`src/rtl/tf_fetch_scheduler.sv`:
```
// Twiddle-factor fetch scheduler: walks stage/group ROM addresses, hides the 1-cycle
// ROM latency behind a 2-entry buffer and streams each factor as GROUP_LEN beats.
module tf_fetch_scheduler #(
  parameter int unsigned P_WIDTH    = 64,
  parameter int unsigned IDX_WIDTH  = 6,
  parameter int unsigned SC_WIDTH   = 3,
  parameter int unsigned NUM_STAGES = 4,
  parameter int unsigned NUM_GROUPS = 4,
  parameter int unsigned GROUP_LEN  = 16,
  parameter int unsigned IDX_START  = 1
) (
  input  logic                 clk,
  input  logic                 rst_n,
  input  logic                 i_start,
  input  logic                 i_abort,
  output logic                 o_rom_cen,
  output logic [IDX_WIDTH-1:0] o_rom_addr,
  input  logic [P_WIDTH-1:0]   i_rom_q,
  output logic                 o_tf_valid,
  input  logic                 i_tf_ready,
  output logic [P_WIDTH-1:0]   o_tf_data,
  output logic [SC_WIDTH-1:0]  o_tf_stage,
  output logic [IDX_WIDTH-1:0] o_tf_group,
  output logic                 o_busy,
  output logic                 o_done
);

  localparam int unsigned BEAT_W = (GROUP_LEN > 1) ? $clog2(GROUP_LEN) : 1;

  typedef struct packed {
    logic [P_WIDTH-1:0]   data;
    logic [SC_WIDTH-1:0]  stage;
    logic [IDX_WIDTH-1:0] group;
  } tf_entry_t;

  typedef enum logic [1:0] {S_IDLE, S_FETCH, S_DRAIN} state_t;

  state_t               r_state;
  logic [SC_WIDTH-1:0]  r_stage;
  logic [IDX_WIDTH-1:0] r_grp;
  logic                 r_busy;
  logic                 r_done;
  logic                 r_inflight;
  logic [SC_WIDTH-1:0]  r_inf_stage;
  logic [IDX_WIDTH-1:0] r_inf_grp;
  logic [1:0]           r_count;
  tf_entry_t            r_head;
  tf_entry_t            r_tail;
  logic [BEAT_W-1:0]    r_beat;

  tf_entry_t            w_rom_entry;
  tf_entry_t            w_head;
  logic                 w_hd_valid;
  logic                 w_accept;
  logic                 w_pop;
  logic [1:0]           w_used;
  logic                 w_issue;
  logic                 w_last;
  logic [IDX_WIDTH-1:0] w_addr;

  // g * 4**s is a left shift by 2*s; truncation to IDX_WIDTH gives the modulo wrap
  assign w_addr      = IDX_WIDTH'(IDX_START) + (r_grp << {r_stage, 1'b0});
  assign w_rom_entry = {i_rom_q, r_inf_stage, r_inf_grp};
  assign w_hd_valid  = (r_count != 2'd0) || r_inflight;
  assign w_accept    = w_hd_valid && i_tf_ready;
  assign w_pop       = w_accept && (r_beat == BEAT_W'(GROUP_LEN - 1));
  // Credit counts the slot freed by this cycle's pop so GROUP_LEN=1 runs at full rate
  assign w_used      = r_count + {1'b0, r_inflight} - {1'b0, w_pop};
  assign w_issue     = (r_state == S_FETCH) && !i_abort && (w_used < 2'd2);
  assign w_last      = w_pop && ((r_count + {1'b0, r_inflight}) == 2'd1);

  // Head of the queue; an empty buffer forwards the in-flight ROM word directly
  always_comb begin
    w_head = '0;
    if (r_count != 2'd0) begin
      w_head = r_head;
    end else if (r_inflight) begin
      w_head = w_rom_entry;
    end
  end

  assign o_rom_cen  = !w_issue;
  assign o_rom_addr = w_issue ? w_addr : '0;
  assign o_tf_valid = w_hd_valid;
  assign o_tf_data  = w_head.data;
  assign o_tf_stage = w_head.stage;
  assign o_tf_group = w_head.group;
  assign o_busy     = r_busy;
  assign o_done     = r_done;

  // Frame sequencing: stage-major, group-minor read order
  always_ff @(posedge clk or negedge rst_n) begin
    if (!rst_n) begin
      r_state <= S_IDLE;
      r_stage <= '0;
      r_grp   <= '0;
      r_busy  <= 1'b0;
      r_done  <= 1'b0;
    end else if (i_abort) begin
      r_state <= S_IDLE;
      r_stage <= '0;
      r_grp   <= '0;
      r_busy  <= 1'b0;
      r_done  <= 1'b0;
    end else begin
      r_done <= 1'b0;
      case (r_state)
        S_IDLE: begin
          r_busy <= 1'b0;
          if (i_start) begin
            r_state <= S_FETCH;
            r_busy  <= 1'b1;
            r_stage <= '0;
            r_grp   <= '0;
          end
        end
        S_FETCH: begin
          if (w_issue) begin
            if (r_grp == IDX_WIDTH'(NUM_GROUPS - 1)) begin
              r_grp <= '0;
              if (r_stage == SC_WIDTH'(NUM_STAGES - 1)) begin
                r_state <= S_DRAIN;
              end else begin
                r_stage <= r_stage + SC_WIDTH'(1);
              end
            end else begin
              r_grp <= r_grp + IDX_WIDTH'(1);
            end
          end
        end
        S_DRAIN: begin
          if (w_last) begin
            r_state <= S_IDLE;
            r_done  <= 1'b1;
          end
        end
        default: r_state <= S_IDLE;
      endcase
    end
  end

  // Read tracking, 2-entry buffer and per-entry beat counter
  always_ff @(posedge clk or negedge rst_n) begin
    if (!rst_n) begin
      r_inflight  <= 1'b0;
      r_inf_stage <= '0;
      r_inf_grp   <= '0;
      r_count     <= 2'd0;
      r_head      <= '0;
      r_tail      <= '0;
      r_beat      <= '0;
    end else if (i_abort) begin
      r_inflight <= 1'b0;
      r_count    <= 2'd0;
      r_beat     <= '0;
    end else begin
      r_inflight <= w_issue;
      if (w_issue) begin
        r_inf_stage <= r_stage;
        r_inf_grp   <= r_grp;
      end
      if (w_pop) begin
        r_beat <= '0;
      end else if (w_accept) begin
        r_beat <= r_beat + BEAT_W'(1);
      end
      case (r_count)
        2'd0: begin
          if (r_inflight && !w_pop) begin
            r_head  <= w_rom_entry;
            r_count <= 2'd1;
          end
        end
        2'd1: begin
          if (w_pop) begin
            if (r_inflight) begin
              r_head <= w_rom_entry;
            end else begin
              r_count <= 2'd0;
            end
          end else if (r_inflight) begin
            r_tail  <= w_rom_entry;
            r_count <= 2'd2;
          end
        end
        default: begin
          if (w_pop) begin
            r_head  <= r_tail;
            r_count <= 2'd1;
          end
        end
      endcase
    end
  end

endmodule

```
`config.mk`:
```
export PLATFORM = sky130hd
export DESIGN_NAME = tf_fetch_scheduler
export DESIGN_NICKNAME = d
export VERILOG_FILES = /design/src/rtl/tf_fetch_scheduler.sv
export SDC_FILE = /design/constraint.sdc
export NUM_CORES = 1
export LEC_CHECK = 0
export CELL_PAD_IN_SITES_DETAIL_PLACEMENT = 0
export CELL_PAD_IN_SITES_GLOBAL_PLACEMENT = 1
export CORE_MARGIN = 2
export CORE_UTILIZATION = 44
export CTS_CLUSTER_SIZE = 40
export DETAILED_ROUTE_END_ITERATION = 7
export PLACE_DENSITY_LB_ADDON = 0.1
export SYNTH_ARGS = -nofsm -noshare
export SYNTH_HDL_FRONTEND = slang
export SYNTH_SLANG_ARGS = --single-unit
```
`constraint.sdc`:
```
create_clock -name clk -period 3.6 [get_ports clk]
set_input_delay 0.54 -clock clk [delete_from_list [all_inputs] [get_ports clk]]
set_output_delay 0.54 -clock clk [all_outputs]
set_load 0.005 [all_outputs]
```
### After elaboration in Yosys (flattened, before gate mapping)

Index checks and enable logic that the tools add are counted.

| word-level totals | value |
|---|---|
| register bits after elaboration | 175 |
| output and inout port bits | 83 |
| input port bits | 69 |

| operators by class | value |
|---|---|
| equal/unequal tests | 19 |
| shift operators | 1 |
| $add $sub $neg | 6 |
| bitwise logic cells | 2 |
| mux-type cells | 43 |
| order comparisons | 1 |
| reduce and logical (&&, ||, !) cells | 25 |

Operators by type and width:

| operator | number |
|---|---|
| two-way mux 73 bit | 6 |
| one-hot mux 73 bit (2 select lines) | 1 |
| two-way mux 6 bit | 5 |
| two-way mux 2 bit | 12 |
| two-way mux 3 bit | 5 |
| inequality test 3 bit (second input constant) | 5 |
| AND reduction 5 bit | 3 |
| two-way mux 4 bit | 3 |
| one-hot mux 6 bit (2 select lines) | 1 |
| inequality test 4 bit (second input constant) | 2 |
| AND reduction 4 bit | 2 |
| two-way mux 1 bit | 7 |
| adder 1 x 6 -> 6 bit (first input constant) | 1 |
| adder 6 x 1 -> 6 bit (second input constant) | 1 |
| equality test 2 x 1 -> 1 bit (second input constant) | 3 |
| equality test 6 x 2 -> 1 bit (second input constant) | 1 |
| logical AND 1 bit | 6 |
| inequality test 2 bit (second input constant) | 3 |
| inequality test 3 x 2 -> 1 bit (second input constant) | 2 |
| one-hot mux 2 bit (3 select lines) | 1 |
| one-hot mux 3 bit (2 select lines) | 1 |
| nonzero test 2 bit | 3 |
| nonzero test 3 bit | 2 |
| << shifter 6 x 4 -> 6 bit | 1 |
| other kinds (16) | 20 |

### Logic depth before layout (Yosys ltp)

| logic depth | value |
|---|---|
| word-level depth | 10 |
| gate-level depth with buffers | 9 |
| mapped depth without buffers | 7 |

### Least setup slack after synthesis

OpenSTA, ideal clock, no wires.

| timing path | value |
|---|---|
| kind | register to register |
| from | reg r_beat[0] |
| to | reg r_tail[66] (netlist bit) |
| stages on the path, launching flop included | 7 |
| path buffers | 2 |
| library setup time | 0.125 ns |
| data required time | 3.475 ns |
| arrival time | 2.077 ns |
| clock period less this slack | 2.202 ns |
| path slack | 1.398 ns |
| cells stage by stage | dfrtp_1 -> ha_1 -> and4_1 -> buf_6 -> nor4_4 -> buf_6 -> mux2_2 |

| on the way | value |
|---|---|
| word-level cells in the longest chain between the ends | 4 |

Ends and longest elaborated chain:

| item | line | text |
|---|---|---|
| start: declaration | 49 | `logic [BEAT_W-1:0] r_beat;` |
| start signal: assignment | 165 | `r_beat <= r_beat + BEAT_W'(1);` |
| equality test 4 bit | 66 | `assign w_pop = w_accept && (r_beat == BEAT_W'(GROUP_LEN - 1));` |
| logical AND 1 bit | 66 |  |
| inverter 1 bit (no line) | n/a |  |
| AND reduction 4 bit (no line) | n/a |  |
| end signal: assignment | 182 | `r_tail <= w_rom_entry;` |
| end: declaration | 48 | `tf_entry_t r_tail;` |

Every way passes these cells.
A chain may end at the register's enable or synchronous reset.

### Worst setup path after layout

| timing path | value |
|---|---|
| from | reg r_count[0] |
| to | out o_rom_addr[3] |

| on the way | value |
|---|---|
| word-level cells in the longest chain between the ends | 8 |
| elaborated cells between the ends (all ways) | 9 |

Ends and longest elaborated chain:

| item | line | text |
|---|---|---|
| start: declaration | 46 | `logic [1:0] r_count;` |
| start signal: assignment | 148 | `r_count <= 2'd0;` |
| start signal: assignment | 154 | `r_count <= 2'd0;` |
| start signal: assignment | 171 | `r_count <= 2'd1;` |
| nonzero test 2 bit | 64 | `assign w_hd_valid = (r_count != 2'd0) \|\| r_inflight;` |
| logical OR 1 bit | 64 |  |
| logical AND 1 bit | 65 | `assign w_accept = w_hd_valid && i_tf_ready;` |
| logical AND 1 bit | 66 |  |
| subtractor 2 x 1 -> 2 bit * | 68 | `assign w_used = r_count + {1'b0, r_inflight} - {1'b0, w_pop};` |
| less-than comparator 2 bit * | 69 | `assign w_issue = (r_state == S_FETCH) && !i_abort && (w_used < 2'd2);` |
| logical AND 1 bit * | 69 |  |
| two-way mux 6 bit * | 83 | `assign o_rom_addr = w_issue ? w_addr : '0;` |
| end: declaration | 17 | `output logic [IDX_WIDTH-1:0] o_rom_addr,` |

Mark *: on every way between the ends. The rest lies on a longest branch, timed or not.

==> run summary <==
The number of buffers and inverters on the critical path is 1. Walking the worst path, the cells encountered are ha_1, xnor2_1, nor4_1, or2_4, nand2_4, nor2_1, clkdlybuf4s50_1. In this run, post-CTS hold repair placed 0 buffers. Summing every instance area after synthesis gives 0.00877 mm².

The post-synthesis register bit count is 175. The number of DRC markers in iteration 0 is 333. The starting density of the core is 0.449.

On the final layout, the worst clock skew is between 0.01 and 0.015 ns. The final worst-path setup slack came out at 0.414 ns. In this run, post-CTS repair resized a total of 0 instances. The fraction of power consumed by sequential logic is 0.469.

The half-perimeter wire length of the detailed placement result is 12.4 mm. The tightest min-delay check is of the input port to async pin type. The number of enable flip-flop cells after synthesis is 0. The endpoint required time on the critical path is 3.06 ns. The via count of the first global-routing pass is 6635. The later-pin clock latency in the skew report came out at 0.42 ns. The root cell of the clock tree is sky130_fd_sc_hd__clkbuf_16. The post-layout total power came out at 5510 µW. Setup repair after global routing left no endpoint under its margin. Dividing the detail-routed wire length by the instance count gives ~16 µm. The number of top-level pins came out at 152. The number of clock sinks came out at 175. The weighted congestion at the end of routability-driven global placement is 0.755. The delay contributed by the slowest stage of the critical path is around 0.51 ns.

CTS built an H-tree with a depth of 4. The count of cell types in the netlist is 49. In this run the deepest clock path goes through 2 buffers. The post-detailed-route DRC marker count is 0. Of all flip-flops after synthesis, the portion carrying an async set or reset was 1.00. The total iterations of the first detailed-routing run is 5. The clock network fraction of total power came out at 0.346. The total power per unit cell area came out at approximately 500 mW/mm². TritonCTS built the clock tree.

The post-synthesis area per instance came out at around 9.9 µm². The number of setup violations in the final report is 0. The final number of hold-violating endpoints came out at 0. In the global route stage, overall resource usage came out at 0.200.

The largest driver fanout on the critical path is 10. The synthesized instance count came out at ~880. The multi-input gate area in the final layout came out at roughly 0.004 mm².

The site row count came out at 51. The number of buffers created by CTS is 17. The worst setup path is captured at an output pin.

The number of antenna violations at the first check in global routing came out at 0. The cell depth of the worst setup path came out at 7. The global-route wire length before repair came out at 34.6 mm. The full die area is between 0.02 and 0.025 mm².

The number of max-cap violations came out at 0. The worst slew slack as a fraction of its limit came out at 0.370. The static power due to leakage came out at 0.00471 µW. The internal power consumption is 4030 µW. The slack of the worst reg-to-reg path is around 0.79 ns.

Of the cells placed in the final design, the portion with a size suffix greater than 1 is 0.129. Among all stages on the critical path, the largest delay is contributed by sky130_fd_sc_hd__clkdlybuf4s50_1. The die is around 150 µm wide. The share of the cycle needed by the critical path after routing came out at 0.885. The count of buffers inserted at the top-level ports came out at 151. The worst setup path is launched from a register. The total count of max-transition violations in the final report is 0. The final route contains 6713 vias. The setup TNS came out at 0 ns. The total overflow left after global routing is 0. Synthesis produced a netlist with a net count of between 900 and 1000. The combinational power share came out at 0.185.

Entering global routing, the biggest net connects 91 pins. The share of the Yosys chip area taken by registers is 0.500. After clock tree synthesis, the setup repair step added 0 buffers. The total area inside the core boundary comes to 0.0195 mm². The total of fill cells in the finished design came out at around 1800. The peak supply drop is about 0.32 mV. The maximum operating frequency is 314 MHz. In the final design database the tool counted 1081 nets. The critical path data arrival time is around 2.7 ns.

The share of total power consumed by net switching is 0.268. 0 antenna diodes ended up in the layout. The run finished with clean final reports. The kind of critical path is register to output pin. The count of cells along the worst register-to-register path is 6. The count of yosys warnings during synthesis came out at 0. The die height is ~150 µm. In the synthesized netlist the dominant register cell turns out to be sky130_fd_sc_hd__dfrtp_1. The synthesis-to-layout area growth is 26.3%. At the placement stage, the worst setup path has a slack of 0.579 ns. The via density per instance is 5.23. Across the whole layout, storage elements account for 0.00438 mm². The switching component of the power came out at 1470 µW. The count of nets left with antenna violations once routing finished came out at 0.

For this block, the routed nets add up to a little over 20 mm of wire. The time the final worst path needs with I/O delays and setup is between 3 and 4 ns. The top cell family by delay on the critical path is simple AND/OR/NAND/NOR gates. The CTS clock-pin slew for the worst setup and hold paths came out at 0.07 ns. The transition time of the tightest slew-check pin came out at 0.945 ns.
## final timing paths
kind                                   startpoint                     end
max                        r_count[0]$_DFFE_PN0P_           o_rom_addr[3]
min reg2reg                r_tail[34]$_DFFE_PN0P_  r_tail[34]$_DFFE_PN0P_
max in group asynchronous                   rst_n  r_tail[33]$_DFFE_PN0P_
min in group clk           r_tail[34]$_DFFE_PN0P_  r_tail[34]$_DFFE_PN0P_
max reg2reg                  r_inflight$_DFF_PN0_  r_head[16]$_DFFE_PN0P_
min                                         rst_n  r_head[60]$_DFFE_PN0P_
## per-layer routing
metal,up-vias,GRT usage,share of wire
met5,-,0,0
met3,14,0.0346,0.036
met2,133,0.325,0.48
li1,3294,-,-
met4,0,0.0510,0.0080
met1,3272,0.278,0.48
## synthesized netlist by cell type (5+ instances only)
cell	n	area, µm²
sky130_fd_sc_hd__mux2_2	63	709
sky130_fd_sc_hd__buf_6	9	101
sky130_fd_sc_hd__buf_2	19	95.1
sky130_fd_sc_hd__nor2_1	90	338
sky130_fd_sc_hd__nand3_1	77	385
sky130_fd_sc_hd__o21ai_0	13	65.1
sky130_fd_sc_hd__mux2_4	8	120
sky130_fd_sc_hd__ha_1	6	75.1
sky130_fd_sc_hd__mux2_1	12	135
sky130_fd_sc_hd__mux2i_1	78	781
sky130_fd_sc_hd__inv_1	5	18.8
sky130_fd_sc_hd__a21oi_1	79	395
sky130_fd_sc_hd__dfrtp_1	175	4380
sky130_fd_sc_hd__nand2_1	157	589
sky130_fd_sc_hd__clkbuf_1	35	131
## final cells by class
cell class / count / share of cell area
clock inverters: 14 / 0.0164
repair buffers: 168 / 0.152
multi-input cells: 638 / 0.366
clock buffers: 17 / 0.0384
flip-flops and latches: 175 / 0.396
well taps: 265 / 0.0299
inverters: 6 / 0.00203
## power groups by stage
| stage | clock network [µW] | logic (µW) | registers (µW) |
|---|---|---|---|
| floorplan | 0 | 601 | 2560 |
| global route | 2040 | 1150 | 2640 |
| CTS | 1950 | 1040 | 2580 |
| finish | 1900 | 1020 | 2580 |
| detailed placement | 0 | 1040 | 2620 |
| global placement | 0 | 1010 | 2610 |
## state kept, by name, indices dropped and copies added, names as in the netlist, 2 cells and up
signal / flops
r_beat: 4
r_count: 2
r_grp: 6
r_head: 73
r_inf_grp: 6
r_inf_stage: 3
r_stage: 3
r_state: 2
r_tail: 73
## layout by cell type (no fill, tap or decap), types with 2 or more instances in the layout
cell type,Yosys,final
sky130_fd_sc_hd__mux2_1,12,12
sky130_fd_sc_hd__xor2_1,2,2
sky130_fd_sc_hd__ha_1,6,6
sky130_fd_sc_hd__clkdlybuf4s50_1,0,150
sky130_fd_sc_hd__nand3_1,77,77
sky130_fd_sc_hd__dfrtp_1,175,173
sky130_fd_sc_hd__inv_1,5,5
sky130_fd_sc_hd__o21ai_0,13,13
sky130_fd_sc_hd__nor3_1,4,4
sky130_fd_sc_hd__mux2_2,63,63
sky130_fd_sc_hd__o31ai_1,4,4
sky130_fd_sc_hd__nand2b_1,3,3
sky130_fd_sc_hd__buf_4,1,14
sky130_fd_sc_hd__nor2_1,90,89
sky130_fd_sc_hd__xnor2_1,4,4
sky130_fd_sc_hd__nand4_1,2,2
sky130_fd_sc_hd__o41ai_1,4,4
sky130_fd_sc_hd__nand2_1,157,157
sky130_fd_sc_hd__clkinv_4,0,4
sky130_fd_sc_hd__nor2b_1,3,3
sky130_fd_sc_hd__mux2_4,8,8
sky130_fd_sc_hd__clkbuf_16,0,17
sky130_fd_sc_hd__bufinv_16,0,3
sky130_fd_sc_hd__and3_1,3,3
sky130_fd_sc_hd__a211oi_1,3,3
sky130_fd_sc_hd__inv_6,0,5
sky130_fd_sc_hd__buf_12,0,3
sky130_fd_sc_hd__mux2i_1,78,78
sky130_fd_sc_hd__a21oi_1,79,79
sky130_fd_sc_hd__nor4_1,3,3
## through the flow
step / hold slack (ns) / cells / utilization / cell area (µm²)
6_report: 0.195 / 1283 / 0.567 / 11100
5_1_grt: 0.251 / 1283 / 0.567 / 11100
4_1_cts: 0.238 / 1283 / 0.567 / 11100
3_5_place_dp: 0.475 / 1252 / 0.536 / 10500
3_3_place_gp: 0.468 / 1252 / 0.536 / 10500
2_1_floorplan: 0.244 / 884 / - / 8770
## cell families (layout without fill, tap and decap cells)
| kind of cell | count (synthesis) | count (layout) | share of synthesized area |
|---|---|---|---|
| flip-flops | 175 | 175 | 0.500 |
| AO/OA/AOI/OAI | 110 | 110 | 0.0691 |
| multiplexers | 161 | 161 | 0.199 |
| AND/OR/NAND/NOR | 355 | 355 | 0.176 |
| buffers and inverters | 71 | 205 | 0.0413 |
| XOR/XNOR | 6 | 6 | 0.00599 |
| adder cells (fa/ha/maj) | 6 | 6 | 0.00856 |
Power figures use the tool's default switching activity.
